## src/rtl/maxadcinit_pkg.sv

```systemverilog
// Shared maxadc definitions: sequencer state encoding, SPI engine register map
// and the engine status decode.
package maxadcinit_pkg;

    typedef enum logic [2:0] {
        S_LOAD_HI = 3'd0,
        S_LOAD_LO = 3'd1,
        S_START   = 3'd2,
        S_SETTLE  = 3'd3,
        S_POLL    = 3'd4,
        S_DONE    = 3'd5
    } state_e;

    localparam logic [7:0] ADR_CTRL   = 8'h00;
    localparam logic [7:0] ADR_DAT_HI = 8'h02;
    localparam logic [7:0] ADR_DAT_LO = 8'h03;
    localparam logic [7:0] CTRL_START = 8'h01;
    localparam logic [1:0] BUSY_MASK  = 2'b11;

    function automatic logic engine_busy(input logic [1:0] status);
        return |(status & BUSY_MASK);
    endfunction

endpackage

```

## src/rtl/maxadcinit.sv

```systemverilog
// Power-up register-table sequencer for the MAX19506 SPI engine; hands the
// engine's wishbone port to the host once the table has been replayed.
module maxadcinit
    import maxadcinit_pkg::*;
#(
    parameter int                      NUM_INIT   = 4,
    parameter logic [16*NUM_INIT-1:0]  INIT_TABLE = {NUM_INIT{16'h0000}}
) (
    input  logic       clk,
    input  logic       rst,
    input  logic       wb_stb_i,
    input  logic       wb_cyc_i,
    input  logic       wb_we_i,
    input  logic [7:0] wb_adr_i,
    input  logic [7:0] wb_dat_i,
    output logic [7:0] wb_dat_o,
    output logic       wb_ack_o,
    input  logic       rerun,
    output logic       m_stb_o,
    output logic       m_cyc_o,
    output logic       m_we_o,
    output logic [7:0] m_adr_o,
    output logic [7:0] m_dat_o,
    input  logic [7:0] m_dat_i,
    output logic       init_done
);

    state_e      state_r;
    logic [3:0]  idx_r;
    logic        init_done_r;

    logic [15:0] entry_s;
    logic        seq_wr_s;
    logic [7:0]  seq_adr_s;
    logic [7:0]  seq_dat_s;
    logic        last_s;
    logic        unused_s;

    // Upper status bits carry nothing the sequencer needs.
    assign unused_s  = ^m_dat_i[7:2];
    assign wb_ack_o  = 1'b1;
    assign init_done = init_done_r;
    assign last_s    = (idx_r == 4'(NUM_INIT - 1));

    // Select the current table entry.
    always_comb begin
        entry_s = INIT_TABLE[32'd16 * 32'(idx_r) +: 16];
    end

    // Decode the sequencer's bus cycle from the current state.
    always_comb begin
        seq_wr_s  = 1'b0;
        seq_adr_s = 8'h00;
        seq_dat_s = 8'h00;
        case (state_r)
            S_LOAD_HI: begin
                seq_wr_s  = 1'b1;
                seq_adr_s = ADR_DAT_HI;
                seq_dat_s = entry_s[15:8];
            end
            S_LOAD_LO: begin
                seq_wr_s  = 1'b1;
                seq_adr_s = ADR_DAT_LO;
                seq_dat_s = entry_s[7:0];
            end
            S_START: begin
                seq_wr_s  = 1'b1;
                seq_adr_s = ADR_CTRL;
                seq_dat_s = CTRL_START;
            end
            default: begin
                seq_wr_s  = 1'b0;
                seq_adr_s = 8'h00;
                seq_dat_s = 8'h00;
            end
        endcase
    end

    // Engine-side mux: host passes straight through once done; nothing drives during reset.
    always_comb begin
        m_stb_o = 1'b0;
        m_cyc_o = 1'b0;
        m_we_o  = 1'b0;
        m_adr_o = 8'h00;
        m_dat_o = 8'h00;
        if (rst) begin
            m_stb_o = 1'b0;
            m_cyc_o = 1'b0;
            m_we_o  = 1'b0;
            m_adr_o = 8'h00;
            m_dat_o = 8'h00;
        end else if (state_r == S_DONE) begin
            m_stb_o = wb_stb_i;
            m_cyc_o = wb_cyc_i;
            m_we_o  = wb_we_i;
            m_adr_o = wb_adr_i;
            m_dat_o = wb_dat_i;
        end else begin
            m_stb_o = seq_wr_s;
            m_cyc_o = seq_wr_s;
            m_we_o  = seq_wr_s;
            m_adr_o = seq_adr_s;
            m_dat_o = seq_dat_s;
        end
    end

    // Host read-back: bit 7 flags the sequencer as still owning the engine.
    always_comb begin
        if (state_r == S_DONE) begin
            wb_dat_o = {1'b0, 5'b00000, m_dat_i[1:0]};
        end else begin
            wb_dat_o = {1'b1, 3'b000, idx_r};
        end
    end

    // Sequencer FSM; no poll timeout, a stuck engine simply holds it in S_POLL.
    always_ff @(posedge clk) begin
        if (rst) begin
            state_r     <= S_LOAD_HI;
            idx_r       <= 4'd0;
            init_done_r <= 1'b0;
        end else begin
            case (state_r)
                S_LOAD_HI: state_r <= S_LOAD_LO;
                S_LOAD_LO: state_r <= S_START;
                S_START:   state_r <= S_SETTLE;
                S_SETTLE:  state_r <= S_POLL;
                S_POLL: begin
                    if (engine_busy(m_dat_i[1:0])) begin
                        state_r <= S_POLL;
                    end else if (last_s) begin
                        state_r     <= S_DONE;
                        init_done_r <= 1'b1;
                    end else begin
                        idx_r   <= idx_r + 4'd1;
                        state_r <= S_LOAD_HI;
                    end
                end
                S_DONE: begin
                    if (rerun) begin
                        idx_r       <= 4'd0;
                        state_r     <= S_LOAD_HI;
                        init_done_r <= 1'b0;
                    end else begin
                        state_r <= S_DONE;
                    end
                end
                default: begin
                    state_r     <= S_LOAD_HI;
                    idx_r       <= 4'd0;
                    init_done_r <= 1'b0;
                end
            endcase
        end
    end

endmodule

```

## config.mk

```make
export PLATFORM = sky130hd
export DESIGN_NAME = maxadcinit
export DESIGN_NICKNAME = d
export VERILOG_FILES = /design/src/rtl/maxadcinit_pkg.sv /design/src/rtl/maxadcinit.sv
export SDC_FILE = /design/constraint.sdc
export NUM_CORES = 1
export LEC_CHECK = 0
export CORE_MARGIN = 2
export CORE_UTILIZATION = 34
export DETAILED_ROUTE_END_ITERATION = 8
export GPL_ROUTABILITY_DRIVEN = 0
export PLACE_DENSITY = 0.95
export SLEW_MARGIN = 30
export SYNTH_ARGS = -nofsm -noshare
export SYNTH_HDL_FRONTEND = slang
export SYNTH_SLANG_ARGS = --single-unit
```

## constraint.sdc

```tcl
create_clock -name clk -period 2.25 [get_ports clk]
set_input_delay 0.225 -clock clk [delete_from_list [all_inputs] [get_ports clk]]
set_output_delay 0.225 -clock clk [all_outputs]
set_load 0.02 [all_outputs]
```

[After elaboration in Yosys (flattened, before gate mapping)]
Cells that the tools add are included.
Word-level totals
  register bits after elaboration: 8
  input port bits: 30
Operators by class
  $add $sub $neg: 1
  equal/unequal tests: 10
  shifts and indexed selects: 1
  multiplexer cells: 26
  bitwise gates (word level): 1
  reduce and logical (&&, ||, !) cells: 6
Operators with widths (number)
  $shiftx 64x9->16 const A: 1
  $mux 8: 5
  $pmux 8 s3: 1
  $pmux 3 s6: 1
  $mux 4: 3
  $pmux 4 s3: 1
  $mux 1: 10
  $mux 3: 3
  $ne 2x2->1 const B: 4
  $reduce_and 4->1: 2
  $eq 3x2->1 const B: 2
  $eq 3x3->1 const B: 2
  $add 4x1->4 const B: 1
  $eq 4x2->1 const B: 1
  $pmux 2 s2: 1
  $reduce_or 4->1: 1
  $eq 3x1->1 const B: 1
  $logic_not 3->1: 1
  $pmux 1 s3: 1
  $reduce_or 3->1: 1
  $reduce_or 2->1: 1
  $not 1->1: 1

[Logic depth before layout (Yosys ltp)]
Gate-level depths: netlist of the first run.
  depth in word-level cells: 5
  gate-level depth with buffers: 5

[Worst setup path after synthesis of the first run]
OpenSTA, ideal clock, no wires.
  path kind: register -> output
  start: reg state_r[0]
  end: out m_adr_o[0]
  arrival: 1.399 ns
  required time: 2.025 ns
  path slack: 0.626 ns
  cell stages (with the launch flop): 3
  cell sequence: dfxtp_1 > buf_2 > nor4b_1
On the way
  longest elaborated chain between the ends: 4
RTL lines
  start, declared: RTL line maxadcinit.sv:28  | state_e state_r;
  start signal, assigned: RTL line maxadcinit.sv:119  | state_r <= S_LOAD_HI;
  start signal, assigned: RTL line maxadcinit.sv:124  | S_LOAD_HI: state_r <= S_LOAD_LO;
  start signal, assigned: RTL line maxadcinit.sv:125  | S_LOAD_LO: state_r <= S_START;
  $eq 3x1->1 / $logic_not 3->1 (equally long branches): RTL line maxadcinit.sv:55  | case (state_r)
  $pmux 2 s2: RTL line maxadcinit.sv:55
  $mux 8 *: RTL line maxadcinit.sv:92  | end else if (state_r == S_DONE) begin
  $mux 8 *: RTL line maxadcinit.sv:86  | if (rst) begin
  end, declared: RTL line maxadcinit.sv:22  | output logic [7:0] m_adr_o,
Mark *: on every way between the ends. The rest lies on a longest branch, timed or not.

[Final worst setup path of the first run]
  start: reg state_r[2]
  end: out m_adr_o[0]
The elaborated chain is that of the path after synthesis.

==> results of run 1 <==
-- metrics by stage --
stage,setup slack [ns],power [uW],std cells,instance area [sq um],hold slack [ns]
after global placement,0.266,353,165,1210,0.465
final,0.197,479,168,1230,0.486
after CTS,0.192,477,168,1230,0.487
after floorplan,0.626,271,94,718,0.406
after detailed placement,0.261,361,165,1210,0.478
after global routing,0.0636,497,168,1230,0.523
-- worst min-delay path: cells and delay by family (launching register included) --
kind	cells	cell delay, ns
flip-flops	1	0.31
AO/OA/AOI/OAI	1	0.08
buffers and inverters	1	0.05
-- flip-flops by register name, summed over array words and instances, names as in the netlist --
signal     flops
init_done      1
idx_r          4
state_r        3
-- Yosys cell counts (all sizes together) --
| cell | count |
|---|---|
| buf | 6 |
| nand3 | 3 |
| clkbuf | 3 |
| o22a | 1 |
| conb | 2 |
| a21bo | 1 |
| nor3b | 1 |
| nor3 | 2 |
| a21oi | 5 |
| o311ai | 3 |
| or3 | 1 |
| o21ai | 2 |
| a31oi | 4 |
| mux2 | 2 |
| nor2 | 6 |
| and2 | 15 |
| o32ai | 1 |
| nor4b | 4 |
| nor2b | 2 |
| a211oi | 1 |
| nand2 | 7 |
| nand3b | 1 |
| or3b | 1 |
| and3 | 1 |
| o31ai | 1 |
| ha | 1 |
| nand4 | 1 |
| dfxtp | 8 |
| xnor2 | 1 |
| a2bb2oi | 1 |
| inv | 3 |
| nand2b | 1 |
-- area by class of cell --
cell class                      instances  share of cell area (%)
Multi-Input combinational cell         74                    39.6
Timing Repair Buffer                   53                    41.9
Clock buffer                            3                    1.82
Tap cell                               27                    2.74
Sequential cell                         8                    13.0
Inverter                                3                   0.912
-- cell families (layout without fill, tap and decap cells) --
logic type	Yosys count	after routing	synth area share (%)
AND/OR/NAND/NOR	46	46	41.2
AO/OA/AOI/OAI	20	20	19.4
buffers and inverters	12	59	9.68
flip-flops	8	8	22.5
other	2	4	1.06
multiplexers	2	2	3.17
adder cells (fa/ha/maj)	1	1	1.76
XOR/XNOR	1	1	1.23
-- per-layer routing --
layer | track usage [%] | vias to the layer above
li1 | - | 419
met1 | 18.3 | 394
met2 | 33.6 | 55
met3 | 2.42 | 6
met4 | 10.2 | 0
met5 | 0 | -
-- power groups by stage --
stage	clock, uW	sequential, uW	combinational, uW
3_5_place_dp	0	167	194
3_3_place_gp	0	165	187
4_1_cts	118	163	196
5_1_grt	124	164	209
2_1_floorplan	0	166	105
6_report	119	164	196
-- worst min path at each step --
stage | startpoint | end | slack, ns | cells past startpoint
2_1_floorplan | m_dat_i[1] | state_r[2] | 0.41 | 2
3_3_place_gp | init_done | init_done | 0.46 | 2
5_1_grt | init_done | init_done | 0.52 | 2
6_report | init_done | init_done | 0.49 | 2
4_1_cts | init_done | init_done | 0.49 | 2
3_5_place_dp | init_done | init_done | 0.48 | 2
==> run summary, run 1 <==
status = finished clean
vias in the first global route = 845
vias = 874
Die H = 49.7 um
hpwl dp = 1.77 mm
Buf+Inv Stages, Crit Path = 2
Worst Clk Skew = 0.00170 ns
worst reg2reg path depth = 4
Final min period = 2.05 ns
TritonCTS Buffers = 3
Final Max Tran Viols = 0
initial antenna violation count = 0
FP Rows = 16
count of buffers from port buffering = 48
Area contributors post-synth = dfxtp_1 23%, and2_1 13%, buf_4 4.2%
WL met1 = 848 um
Setup crit start = state_r[2]
DR vias/cell = 5.20
die width = 49.7 um
worst min path class = register to register
Sw Ratio = 33.7%
most frequent cells in the layout = 48 x clkdlybuf4s50_1, 15 x and2_1, 8 x dfxtp_1
RSZ-0062 raised after global routing = no
Int Pwr = 318 uW
crit start category = register
PD cells = 388 nW/um^2
Final Hold Viols = 0
Worst Path Arrival = 1.83 ns
first-pass GRT wire length = 3.39 mm
Starting Density = 36.2%
count of maximum capacitance violations = 0
Iteration-0 DRC Markers = 26
Syn-to-layout area delta = 73.8%
Pre-antenna DRT Iters = 6
Max stage delay on crit path = 0.66 ns
delay-heaviest family, CP = buffers and inverters
Req. time, crit path = 2.03 ns
WP depth = 4
Seq. cell area = 160 sq um
Leak = 0.000488 uW
Post-Synthesis Cells = 92
Final setup viols = 0
Switch Pwr = 161 uW
commonest non-fill, non-tap cell in the layout = clkdlybuf4s50_1
Post-CTS Setup Inserts = 0
post-CTS resize count = 0
total I/O pin count = 59
ant diodes = 0
crit path max-delay cell type = clkdlybuf4s50_1
power share of the clock group = 24.8%
Seq/Total Area, Yosys = 22.5%
H-tree level count = 1
Max VDD drop = 0.236 mV
Final Cycle Share = 91.3%
Reg clk slew, reported paths = 0.05 ns
residual DRC count = 0
Cell Chain, Critical Path = buf_4, nor2b_1, nor4b_1, clkdlybuf4s50_1
R2R Path Start = state_r[2]
fmax = 487 MHz
Post-Syn Area = 711 sq um
CTS root buffer = clkbuf_4
CTS Sinks = 8
Setup CP Type = register to primary output
hold buffers post-CTS = 0
DR WL/cell = 13.3 um
clk_lat worst skew = 0.27 ns
Comb pwr share = 41.0%
layout cells sized above 1 = 9.93%
Worst setup EP type = primary output
Yosys reg bits = 8
post-route antenna net violation count = 0
post-synth top area cell = dfxtp_1
grt ovf = 0
CP max FO = 12
Post-Route WL = 2.24 mm
met2 routed WL = 1.16 mm
top-area cell type share of the netlist area = 22.5%
Global Route Usage Sum = 17.7%
TritonCTS clock tree = yes
CTS max path bufs = 2
worst-margin pin slew = 0.580 ns
Sequential Power Share = 34.2%
Cell variety after synth = 35
met3 routed WL = 181 um
Final Util = 62.9%
FF-to-FF End = idx_r[3]
largest net degree at the start of global routing = 14
CORE AREA = 1960 sq um
Mapped Avg Cell Area = 7.72 sq um
Slew HR = 60.8%
nets = 174
Critical Path End = m_adr_o[0]
Worst R2R Setup Slack = 0.76 ns
Max Used Layer = met4
synth warn = 0
footprint of the multi-input gates = 489 sq um
DIE AREA = 2470 sq um
Layout fillers = 179
Setup TNS Final = 0 ns
Power figures use the tool's default switching activity.
==> run 2, diff against run 1 <==
--- a/config.mk
+++ b/config.mk
@@ -5,11 +5,12 @@
 export SDC_FILE = /design/constraint.sdc
 export NUM_CORES = 1
 export LEC_CHECK = 0
-export CORE_MARGIN = 2
-export CORE_UTILIZATION = 34
+export CORE_AREA = 2 2 39 41
 export DETAILED_ROUTE_END_ITERATION = 8
+export DIE_AREA = 0 0 41 43
+export DONT_BUFFER_PORTS = 1
 export GPL_ROUTABILITY_DRIVEN = 0
-export PLACE_DENSITY = 0.95
+export PLACE_DENSITY = 0.8
 export SLEW_MARGIN = 30
 export SYNTH_ARGS = -nofsm -noshare
 export SYNTH_HDL_FRONTEND = slang
==> run summary, run 2 (synthesized netlist as in run 1, its figures left out) <==
power share of the clock group = 29.2% (+4.4 points)
Starting Density = 51.4% (+15 points)
hold buffers post-CTS = 0 (unchanged)
hpwl dp = 1.25 mm (-29%)
Global Route Usage Sum = 19.4% (+1.7 points)
TritonCTS Buffers = 3 (unchanged)
Switch Pwr = 133 uW (-17%)
DP Area = 703 sq um (-42%)
Sequential Power Share = 46.9% (+13 points)
CTS max path bufs = 2 (unchanged)
commonest non-fill, non-tap cell in the layout = and2_1
worst-margin pin slew = 0.570 ns (-0.0102 ns)
Max Used Layer = met4
status = finished clean
Setup CP Type = register to primary output
Final Cycle Share = 89.0% (-2.3 points)
RSZ-0062 raised after global routing = no
CP max FO = 14 (+2)
FF-to-FF End = idx_r[0]
Layout fillers = 125 (-30%)
Comb pwr share = 23.9% (-17 points)
Critical Path End = m_adr_o[5]
hold slack = 0.0333 ns (-0.453 ns)
Syn-to-layout area delta = 2.11%
initial antenna violation count = 0 (unchanged)
post-route design area = 726 sq um (-41%)
max reg flops = 4 (unchanged)
Post-Route WL = 1.57 mm (-30%)
Worst R2R Setup Slack = 0.70 ns (-0.06 ns)
Setup TNS Final = 0 ns (unchanged)
nets = 124 (-29%)
PD cells = 530 nW/um^2 (+37%)
worst slack, placed = 0.495 ns (+0.235 ns)
clk_lat worst skew = 0.26 ns (about the same)
post-CTS resize count = 0 (unchanged)
Final Hold Viols = 0 (unchanged)
die width = 41 um (-18%)
largest net degree at the start of global routing = 15 (+1)
count of maximum capacitance violations = 0 (unchanged)
Most flops, register = idx_r
ant diodes = 0 (unchanged)
Slew HR = 62.0% (+1.2 points)
Final Max Tran Viols = 0 (unchanged)
R2R Path Start = state_r[0]
DR WL/cell = 14.7 um (+10%)
Int Pwr = 251 uW (-21%)
vias = 667 (-24%)
met2 routed WL = 821 um (-29%)
H-tree level count = 1 (unchanged)
Setup crit start = state_r[0]
Die H = 43 um (-14%)
count of buffers from port buffering = 0 (-100%)
Post-CTS Setup Inserts = 0 (unchanged)
Reg clk slew, reported paths = 0.05 ns (about the same)
Worst Path Arrival = 1.78 ns (-0.05 ns)
layout cells sized above 1 = 13.2% (+3.3 points)
Pre-antenna DRT Iters = 6 (unchanged)
Final setup viols = 0 (unchanged)
worst reg2reg path depth = 3 (-1)
CTS Sinks = 8 (unchanged)
Final min period = 2.00 ns (-0.0507 ns)
CORE AREA = 1380 sq um (-29%)
residual DRC count = 0 (unchanged)
most frequent cells in the layout = 15 x and2_1, 8 x dfxtp_1, 7 x nand2_1
Sw Ratio = 34.6% (+0.95 points)
DIE AREA = 1760 sq um (-29%)
Worst setup EP type = primary output
post-route antenna net violation count = 0 (unchanged)
Iteration-0 DRC Markers = 20 (-23%)
Req. time, crit path = 2.03 ns (about the same)
total I/O pin count = 59 (unchanged)
WL met1 = 595 um (-30%)
crit start category = register
worst min path class = input pin to register
fmax = 499 MHz (+2.5%)
DR vias/cell = 6.23 (+20%)
grt ovf = 0 (unchanged)
FP Rows = 14 (-2)
first-pass GRT wire length = 2.29 mm (-32%)
setup ws final = 0.247 ns (+0.0507 ns)
TritonCTS clock tree = yes
vias in the first global route = 560 (-34%)
met3 routed WL = 115 um (-36%)
Worst Clk Skew = 0.00351 ns (+0.00182 ns)
Leak = 0.000299 uW (-39%)
Max VDD drop = 0.203 mV (-14%)
CTS root buffer = clkbuf_4
-- run 2: layer usage --
| layer | GRT usage, % | up-vias |
|---|---|---|
| li1 | - | 317 |
| met5 | 0 | - |
| met1 | 19.0 | 300 |
| met3 | 5.24 | 6 |
| met4 | 13.3 | 0 |
| met2 | 32.5 | 44 |
-- run 2: power groups by stage --
stage | Clock (uW) | Sequential [uW] | Combinational (uW)
floorplan | 0 | 166 | 105
global placement | 0 | 181 | 89.6
detailed placement | 0 | 183 | 91.4
CTS | 114 | 179 | 92.3
global route | 121 | 183 | 98.7
finish | 112 | 180 | 91.7
-- run 2: how the worst min path moves through the flow --
stage	startpoint	end	slack [ns]	cells past startpoint
after CTS	rst	state_r[0]	0.03	1
after detailed placement	rst	state_r[0]	0.30	1
after global routing	rst	state_r[0]	0.03	1
after floorplan	m_dat_i[1]	state_r[2]	0.41	2
final	rst	state_r[0]	0.03	1
after global placement	rst	state_r[0]	0.30	1
-- run 2: through the flow --
step | power, uW | utilization [%] | cells
final | 384 | 52.4 | 107
after detailed placement | 274 | 50.8 | 104
after floorplan | 271 | - | 94
after global placement | 271 | 50.8 | 104
after CTS | 386 | 52.4 | 107
after global routing | 403 | 52.4 | 107
-- run 2: final cells by class --
cell class              count  area (sq um)  area share, %
repair buffers              3          22.5           3.10
well taps                  16          20.0           2.76
flip-flops and latches      8           160           22.1
multi-input cells          74           489           67.4
clock buffers               3          22.5           3.10
inverters                   3          11.3           1.55
-- run 2: worst max-delay path: stages, from the launching register on --
cell and delay, ns:
dfxtp_1 0.68, nand3b_4 0.11, nor2_1 0.39, and2_1 0.33
==> run 3, diff against run 2 <==
--- a/config.mk
+++ b/config.mk
@@ -6,6 +6,7 @@
 export NUM_CORES = 1
 export LEC_CHECK = 0
 export CORE_AREA = 2 2 39 41
+export CTS_CLUSTER_SIZE = 10
 export DETAILED_ROUTE_END_ITERATION = 8
 export DIE_AREA = 0 0 41 43
 export DONT_BUFFER_PORTS = 1
==> results of run 3 <==
Final layout, timing and power as in run 2 (identical DEF).
